--- src/rtl/uart_pkg.sv ---
// Shared UART constants and TX state encoding.
// Used by the memory-dump transmitter and the serial loader.
package uart_pkg;

    localparam int BAUD_CNT_W    = 13;
    localparam int DATA_BITS     = 8;
    localparam int LDR_NUM_BYTES = 32;

    typedef enum logic [2:0] {
        S_IDLE,
        S_START,
        S_DATA,
        S_PARITY,
        S_STOP,
        S_DONE
    } tx_state_e;

    function automatic logic even_parity(
        input logic [DATA_BITS-1:0] b
    );
        return ^b;
    endfunction

endpackage

--- src/rtl/uart_baud_tick.sv ---
// Bit-period counter: counts 0..Baudrate, pulses o_tick on the terminal count.
// i_clear holds it at zero so a frame always starts with a full-length bit.
module uart_baud_tick
    import uart_pkg::*;
#(
    parameter int unsigned Baudrate = 2603
) (
    input  logic i_clk,
    input  logic i_rst,
    input  logic i_clear,
    output logic o_tick
);

    localparam logic [BAUD_CNT_W-1:0] TERM = BAUD_CNT_W'(Baudrate);

    logic [BAUD_CNT_W-1:0] r_cnt;

    assign o_tick = (r_cnt == TERM);

    // Free-running count with wrap on terminal value and synchronous clear.
    always_ff @(posedge i_clk) begin
        if (i_rst || i_clear) begin
            r_cnt <= '0;
        end else if (o_tick) begin
            r_cnt <= '0;
        end else begin
            r_cnt <= r_cnt + 1'b1;
        end
    end

endmodule

--- src/rtl/uart_mem_tx.sv ---
// UART transmitter that dumps a NUM_BYTES memory image, byte 0 first, LSB first.
// Define UART_TX_PARITY_EN for 8E1 frames (even parity bit before stop).
module uart_mem_tx
    import uart_pkg::*;
#(
    parameter int unsigned Baudrate  = 2603,
    parameter int unsigned NUM_BYTES = 32
) (
    input  logic                   Clk,
    input  logic                   Reset,
    input  logic                   Start,
    input  logic [NUM_BYTES*8-1:0] memory_data,
    output logic                   TX,
    output logic                   Busy,
    output logic                   Done,
    output logic [4:0]             byte_index
);

    localparam logic [4:0] LAST_IDX = 5'(NUM_BYTES - 1);
    localparam logic [2:0] LAST_BIT = 3'(DATA_BITS - 1);

    tx_state_e r_state;
    tx_state_e w_state_nxt;

    logic [NUM_BYTES*8-1:0] r_shadow;
    logic [4:0]             r_byte_idx;
    logic [4:0]             w_idx_nxt;
    logic [2:0]             r_bit_cnt;
    logic [2:0]             w_bit_nxt;
    logic                   w_load;
    logic                   w_tick;
    logic                   w_baud_clr;
    logic                   w_tx;
    logic [DATA_BITS-1:0]   w_cur_byte;
    logic                   w_data_bit;

    assign w_baud_clr = (r_state == S_IDLE);
    assign w_cur_byte = r_shadow[r_byte_idx*DATA_BITS +: DATA_BITS];
    assign w_data_bit = w_cur_byte[r_bit_cnt];

`ifdef UART_TX_PARITY_EN
    logic w_parity;
    assign w_parity = even_parity(w_cur_byte);
`endif

    uart_baud_tick #(
        .Baudrate (Baudrate)
    ) u_baud (
        .i_clk   (Clk),
        .i_rst   (Reset),
        .i_clear (w_baud_clr),
        .o_tick  (w_tick)
    );

    // Next-state, byte/bit sequencing and TX line selection.
    always_comb begin
        w_state_nxt = r_state;
        w_idx_nxt   = r_byte_idx;
        w_bit_nxt   = r_bit_cnt;
        w_load      = 1'b0;
        w_tx        = 1'b1;
        unique case (r_state)
            S_IDLE: begin
                if (Start) begin
                    w_load      = 1'b1;
                    w_idx_nxt   = '0;
                    w_state_nxt = S_START;
                end
            end
            S_START: begin
                w_tx = 1'b0;
                if (w_tick) begin
                    w_bit_nxt   = '0;
                    w_state_nxt = S_DATA;
                end
            end
            S_DATA: begin
                w_tx = w_data_bit;
                if (w_tick) begin
                    if (r_bit_cnt == LAST_BIT) begin
`ifdef UART_TX_PARITY_EN
                        w_state_nxt = S_PARITY;
`else
                        w_state_nxt = S_STOP;
`endif
                    end else begin
                        w_bit_nxt = r_bit_cnt + 1'b1;
                    end
                end
            end
`ifdef UART_TX_PARITY_EN
            S_PARITY: begin
                w_tx = w_parity;
                if (w_tick) begin
                    w_state_nxt = S_STOP;
                end
            end
`endif
            S_STOP: begin
                if (w_tick) begin
                    if (r_byte_idx == LAST_IDX) begin
                        w_state_nxt = S_DONE;
                    end else begin
                        w_idx_nxt   = r_byte_idx + 1'b1;
                        w_state_nxt = S_START;
                    end
                end
            end
            S_DONE: begin
                w_state_nxt = S_IDLE;
            end
            default: begin
                w_state_nxt = S_IDLE;
            end
        endcase
    end

    // State, counters and shadow image; reset aborts any frame in flight.
    always_ff @(posedge Clk) begin
        if (Reset) begin
            r_state    <= S_IDLE;
            r_byte_idx <= '0;
            r_bit_cnt  <= '0;
            r_shadow   <= '0;
        end else begin
            r_state    <= w_state_nxt;
            r_byte_idx <= w_idx_nxt;
            r_bit_cnt  <= w_bit_nxt;
            if (w_load) begin
                r_shadow <= memory_data;
            end
        end
    end

    assign TX         = w_tx;
    assign Busy       = (r_state != S_IDLE);
    assign Done       = (r_state == S_DONE);
    assign byte_index = r_byte_idx;

endmodule

--- config.mk ---
export PLATFORM = sky130hd
export DESIGN_NAME = uart_mem_tx
export DESIGN_NICKNAME = d
export VERILOG_FILES = /design/src/rtl/uart_pkg.sv /design/src/rtl/uart_baud_tick.sv /design/src/rtl/uart_mem_tx.sv
export SDC_FILE = /design/constraint.sdc
export NUM_CORES = 1
export LEC_CHECK = 0
export BUFFER_PORTS_ARGS = -buffer_cell sky130_fd_sc_hd__buf_2
export CORE_MARGIN = 3
export CORE_UTILIZATION = 25
export DETAILED_ROUTE_END_ITERATION = 10
export HOLD_SLACK_MARGIN = 0.08
export PLACE_DENSITY = 0.46
export SKIP_CTS_REPAIR_TIMING = 1
export SYNTH_ARGS = -nofsm -noshare
export SYNTH_HDL_FRONTEND = slang
export SYNTH_HIERARCHICAL = 1
export SYNTH_SLANG_ARGS = --single-unit
--- constraint.sdc ---
create_clock -name Clk -period 2.7 [get_ports Clk]
set_clock_uncertainty 0.2 [all_clocks]
set_input_delay 0.54 -clock Clk [delete_from_list [all_inputs] [get_ports Clk]]
set_output_delay 0.54 -clock Clk [all_outputs]
set_load 0.02 [all_outputs]
==> metrics.txt, run 1 <==
status=finished with violations; violations in the final reports=negative setup slack; CP required=1.96 ns; M3 GR Usage=~2.8%; Fmax achieved=between 200 and 300 MHz; Pleak=around 0.0069 uW; Worst EP arrival=approximately 3.1 ns; commonest non-fill, non-tap cell in the layout=nand2_1; final worst path period share=142%; cell area after synthesis=0.0120 mm2; leading area contributor after synthesis=dfxtp_1; CP max stage delay=0.51 ns; layout cell share with drive strength beyond 1=23.0%; worst r2r dst=byte_index[3]$_SDFFE_PP0P_; Min-Delay Path Class=in -> reg; met2 Track Usage GR=approximately 27%; gr busiest metal=met2; hold wc startpoint=memory_data[209]; Final Critical Period=roughly 3.8 ns; final hold vios=0; Placer Congestion=just under 0.9; Setup WS post-layout=-1.14 ns; DRT Wirelength=45.5 mm; syn nets=around 1.7k; pins over their slew limit=0; critical setup path kind=reg -> out; number of CTS-inserted buffers=31; ranking of synthesized cells by area=dfxtp_1, nand2_1, a21oi_1, mux4_2, mux2i_1; Hold Path Sink=r_shadow[209]$_SDFFE_PP0P_; Rows=roughly 80; antenna-violating nets left=0; vias in the first global route=around 11k; Worst Hold Path Cells=3; port bufs=roughly 270; die area=around 0.05 mm2; # clock sinks=280; Worst-Margin Slew=a little under 0.8 ns; Synth Warn #=6; GRT met1 Usage=approximately 23%; DRT Pass-1 Iters=5; fin nets=~2.2k; Congestion Overflow GR=0; Unique masters post-synth=46; R2R cell count=12; post-DR vias/cell=4.63; deepest clock path buffer count=3; die height=about 230 um; Critical-path top delay cell=mux4_2; Rel. slew slack=48.6%; CTS tree=built; register area share after synthesis=46.7%; power per cell area=between 500 and 600 mW/mm2; CORE AREA=0.0471 mm2; Initial Utilization=between 20 and 30%; Clk Latency, worst-skew pair=0.57 ns; area share of the largest cell type after synthesis=a little under half; global-route wire length before repair=between 60 and 70 mm; r2r startpoint=byte_index[0]$_SDFFE_PP0P_; Critical Path, Cell by Cell=mux4_2, mux2_2, a22o_1, or4_4, a2111oi_4, a41oi_2, buf_4; CP startpoint kind=flop; Total GRT Usage=between 15 and 20%; initial antenna violation count=0; largest net degree at the start of global routing=roughly 150; H-tree depth=1; Worst VDD drop=roughly 0.41 mV; Die X=around 230 um; Yosys reg bits=280; vias=~12k; most frequent cells in the layout=nand2_1, a21oi_1, dfxtp_1; Worst setup EP type=output pin; IO Pins=~270; Max FO, Critical Path=5; WL/cell=about 17 um; Post-Syn Instances=1,468; Ant. Diodes=0; Setup violations, final=1; mean post-synth cell area=just over 8 um2; final setup TNS=-1.14 ns; unrepaired setup endpoints after global routing=true; Place WS=-0.573 ns; Starting DRT DRC Count=750; Syn-to-layout area delta=49.3%; FF-to-FF setup slack=between 0.15 and 0.2 ns; root buf cell=clkbuf_16; Max Cap Viol=0; Final Non-Filler Cells=approximately 2.6k; Post-DP HPWL=~33 mm; DRC viols=0; placed cells=around 2.3k; Worst-path clk slew=0.06 ns
cell usage after synthesis (all sizes together):
| library cell | count |
|---|---|
| and2 | 9 |
| nand2b | 3 |
| mux2i | 59 |
| o21a | 1 |
| a311o | 1 |
| buf | 15 |
| clkbuf | 104 |
| mux4 | 36 |
| a22o | 1 |
| nand4 | 5 |
| dfxtp | 280 |
| nand3b | 2 |
| a21oi | 281 |
| nor2b | 6 |
| or4 | 5 |
| a2111oi | 1 |
| a221oi | 14 |
| o22ai | 4 |
| clkinv | 1 |
| xnor2 | 2 |
| a41oi | 1 |
| inv | 6 |
| o21ai | 17 |
| a211oi | 8 |
| mux2 | 4 |
| or3b | 1 |
| a31oi | 1 |
| and3 | 3 |
| xor2 | 3 |
| o31ai | 5 |
| or2 | 3 |
| nor2 | 19 |
| nor4b | 2 |
| a22oi | 6 |
| and4b | 1 |
| or3 | 4 |
| nand2 | 522 |
| o221ai | 12 |
| ha | 5 |
| nand3 | 8 |
| nor3 | 7 |
cell families (layout without fill, tap and decap cells):
family	count (synthesis)	after routing	synth area share (%)
buf+inv	126	651	4.21
fa+ha+maj	5	5	0.521
compound gates	353	353	16.1
mux	99	99	12.0
xor+xnor	5	5	0.365
flops	280	280	46.7
simple gates	600	600	20.1
worst max-delay path: cells and delay by family (launching register included):
kind / cells / cell delay, ns
AO/OA/AOI/OAI: 3 / 0.68
multiplexers: 2 / 0.79
AND/OR/NAND/NOR: 1 / 0.43
flip-flops: 1 / 0.40
buffers and inverters: 1 / 0.22
worst max-delay path by stage:
stage,from,to,slack (ns),cells past startpoint
final,byte_index[0]$_SDFFE_PP0P_,TX,-1.14,7
after global routing,byte_index[0]$_SDFFE_PP0P_,TX,-1.24,9
after CTS,byte_index[0]$_SDFFE_PP0P_,TX,-1.21,8
after detailed placement,byte_index[0]$_SDFFE_PP0P_,TX,-0.57,8
after global placement,byte_index[0]$_SDFFE_PP0P_,TX,-0.58,8
after floorplan,byte_index[0]$_SDFFE_PP0P_,TX,-0.37,7
layer usage:
metal / vias to the layer above / routed length, um
met3: 61 / 2050
met5: - / 0
li1: 6022 / -
met2: 276 / 21700
met4: 0 / 810
met1: 5667 / 20900
registers in the layout, indices dropped and copies added, names as in the netlist:
register,cells
r_shadow,256
u_baud/r_cnt,13
byte_index,5
r_bit_cnt,3
r_state,3
metrics by stage:
stage | utilization [%] | instance area (um2) | hold slack, ns | power [uW]
6_report | 38.1 | 17900 | 0.0650 | 10200
5_1_grt | 38.1 | 17900 | 0.0798 | 10700
4_1_cts | 33.0 | 15500 | -0.0301 | 10100
3_5_place_dp | 30.8 | 14500 | 0.246 | 5770
3_3_place_gp | 30.8 | 14500 | 0.240 | 5770
2_1_floorplan | - | 12100 | 0.233 | 5200
layout make-up:
class / instances / area [um2]
fill: 4809 / 29100
multi-input combinational: 1062 / 5990
sequential: 280 / 5610
timing repair buffer: 587 / 4510
clock buffer: 48 / 941
tap: 607 / 759
clock inverter: 9 / 100
inverter: 7 / 26.3
power breakdown:
| group | switching [uW] | internal [uW] | total (uW) |
|---|---|---|---|
| clock network | 1730 | 2570 | 4300 |
| logic | 729 | 690 | 1420 |
| registers | 143 | 4390 | 4530 |
| total | 2600 | 7650 | 10200 |
No activity file was read; power rests on OpenSTA's default activity.
==> inputs of run 2 (changes only) <==
==> constraint.sdc (replaced) <==
create_clock -name Clk -period 2.7 [get_ports Clk]
set_clock_uncertainty 0.2 [all_clocks]
set_input_delay 0.405 -clock Clk [delete_from_list [all_inputs] [get_ports Clk]]
set_output_delay 0.405 -clock Clk [all_outputs]
set_load 0.01 [all_outputs]
==> run 2 against run 1 <==
The run still ends with negative setup slack left. Fmax up 4.3%. Hold slack better by 0.0046 ns. Register-to-register slack gained 0.08 ns. Count of clock-buffer cells in the layout unchanged. First-iteration DRC count is 8.8% higher. Final cell count increased by 0.88%. Non-clock buffer count is 19 higher. Critical path depth stayed put. Global-route usage grew 0.51 points. Power increased by 3.6%. Cell area increased by 1.7%. Critical path type unchanged. Critical endpoint unchanged. Largest power group is now clock. Highest routed layer unchanged.
==> metrics.txt, run 2 (same netlist as run 1, synthesis figures left out) <==
CP Buf/Inv Count=1 (unchanged); Total GRT Usage=16.9% (was 16.4%); DRC viols=0 (unchanged); Ant. Diodes=0 (unchanged); critical setup path kind=reg -> out (unchanged); initial antenna violation count=1 (was 0); Worst-path clk slew=0.06 ns (about the same); Sequential Power Share=42.8% (was 44.2%); most frequent cells in the layout=nand2_1, a21oi_1, dfxtp_1 (unchanged); Max FO, Critical Path=6 (was 5); Critical Path, Cell by Cell=mux4_2, mux2_4, a22o_1, or4_4, a2111oi_4, a41oi_2, buf_2 (was mux4_2, mux2_2, a22o_1, or4_4, a2111oi_4, a41oi_2, buf_4); die height=225 um (unchanged); Hold Worst Slack=0.0695 ns (was 0.0650 ns); max reg flops=256 (unchanged); pins over their slew limit=0 (unchanged); CP max stage delay=0.53 ns (was 0.51 ns); Fmax achieved=272 MHz (was 261 MHz); Final Non-Filler Cells=2,623 (was 2,600); Congestion Overflow GR=0 (unchanged); switching pwr=2720 uW (was 2600 uW); unrepaired setup endpoints after global routing=true (unchanged); commonest non-fill, non-tap cell in the layout=nand2_1 (unchanged); number of CTS-inserted buffers=34 (was 31); die area=0.0507 mm2 (unchanged); final setup TNS=-0.978 ns (was -1.14 ns); Syn-to-layout area delta=51.9% (was 49.3%); CORE AREA=0.0471 mm2 (unchanged); Setup violations, final=1 (unchanged); CP startpoint kind=flop (unchanged); Final Critical Period=3.68 ns (was 3.84 ns); Placer Congestion=0.906 (was 0.869); largest net degree at the start of global routing=93 (was 152); violations in the final reports=negative setup slack (unchanged); placed cells=2,306 (unchanged); WL/cell=17.8 um (was 17.5 um); Gate power share=13.5% (was 13.8%); Post-DP Area=0.0145 mm2 (about the same); deepest clock path buffer count=3 (unchanged); Worst-Margin Slew=0.571 ns (was 0.772 ns); Setup WS post-layout=-0.978 ns (was -1.14 ns); Clk pwr share=43.6% (was 42.0%); Max Cap Viol=0 (unchanged); vias=12.3k (was 12.0k); port bufs=266 (unchanged); Post-DP HPWL=33.2 mm (was 33.3 mm); Starting DRT DRC Count=816 (was 750); Worst VDD drop=0.344 mV (was 0.413 mV); Crit path max-delay family=multiplexers (unchanged); Die X=225 um (unchanged); Pleak=0.00707 uW (was 0.00693 uW); # clock sinks=280 (unchanged); layout cell share with drive strength beyond 1=23.0% (about the same); IO Pins=267 (unchanged); H-tree depth=2 (was 1); vias in the first global route=11.2k (was 11.0k); root buf cell=clkbuf_16 (unchanged); Initial Utilization=25.5% (unchanged); Internal=7890 uW (was 7650 uW); DRT Wirelength=46.7 mm (was 45.5 mm); # fillers=4,828 (was 4,809); CTS tree=built (unchanged); final hold vios=0 (unchanged); sw frac=25.6% (was 25.3%); Min-Delay Path Class=in -> reg (unchanged); Clk Latency, worst-skew pair=0.52 ns (was 0.57 ns); Worst setup EP type=output pin (unchanged); CP required=2.10 ns (was 1.96 ns); Final Instance Area=0.0182 mm2 (was 0.0179 mm2); DRT Pass-1 Iters=5 (unchanged); antenna-violating nets left=0 (unchanged); Rows=79 (unchanged); final worst path period share=136% (was 142%); Reg with most FFs=r_shadow (unchanged); Rel. slew slack=61.9% (was 48.6%); post-DR vias/cell=4.69 (was 4.63); fin nets=2,255 (was 2,233); global-route wire length before repair=65.5 mm (was 64.2 mm); power per cell area=581 mW/mm2 (was 571 mW/mm2); Critical-path top delay cell=mux4_2 (unchanged); Worst EP arrival=3.07 ns (was 3.10 ns); status=finished with violations (unchanged)
## run 2: cell count changes in the layout (fill, tap and decap cells not counted), moves of 2 or more
cell,before,now
dlygate4sd3_1,237,256
buf_4,71,66
buf_6,1,4
clkbuf_1,8,5
clkbuf_16,32,35
a211oi_1,4,6
a211oi_2,4,2
a221oi_1,13,11
a221oi_2,1,3
clkinvlp_4,0,2
## run 2: layer usage
layer,track usage (%),wire length (um),up-vias
met1,22.8,21000,5808
met4,6.21,1520,0
met3,2.71,2010,82
met5,0,0,-
li1,-,-,6059
met2,27.5,22200,354
## run 2: path summary, 6_finish.rpt
kind / startpoint / to / slack (ns) / cells after the start
setup / recovery: byte_index[0]$_SDFFE_PP0P_ / TX / -0.98 / 7
hold reg to reg: r_shadow[252]$_SDFFE_PP0P_ / r_shadow[252]$_SDFFE_PP0P_ / 0.25 / 2
setup reg to reg: byte_index[0]$_SDFFE_PP0P_ / byte_index[3]$_SDFFE_PP0P_ / 0.24 / 11
hold / removal: Start / r_state[0]$_SDFFE_PP0P_ / 0.07 / 3
## run 2: area by class of cell
class | instances | area [um2] | area share (%)
Clock inverter | 13 | 139 | 0.761
Tap cell | 607 | 759 | 4.16
Multi-Input combinational cell | 1062 | 5990 | 32.8
Timing Repair Buffer | 606 | 4720 | 25.9
Inverter | 7 | 26.3 | 0.144
Sequential cell | 280 | 5610 | 30.8
Clock buffer | 48 | 1000 | 5.51
## run 2: worst reg2reg max path, stage by stage (launching register included)
cell	delay (ns)
dfxtp_4	0.39
buf_6	0.17
ha_1	0.25
and3_1	0.21
ha_1	0.19
nor2b_1	0.15
mux2i_1	0.09
nor3_1	0.14
buf_4	0.17
nand3_1	0.09
xor2_1	0.15
nor3_1	0.17
## run 2: per-stage QoR
step / utilization (%) / power [uW] / setup WS (ns)
floorplan: - / 5200 / -0.175
global placement: 30.8 / 5770 / -0.490
detailed placement: 30.8 / 5780 / -0.487
CTS: 33.2 / 10500 / -1.08
global route: 38.8 / 11100 / -1.08
finish: 38.8 / 10600 / -0.978
## run 2: power groups by stage
stage,logic [uW],clock network [uW],registers (uW)
global placement,1130,0,4640
finish,1440,4630,4540
floorplan,635,0,4560
CTS,1150,4770,4540
global route,1580,4930,4570
detailed placement,1140,0,4630
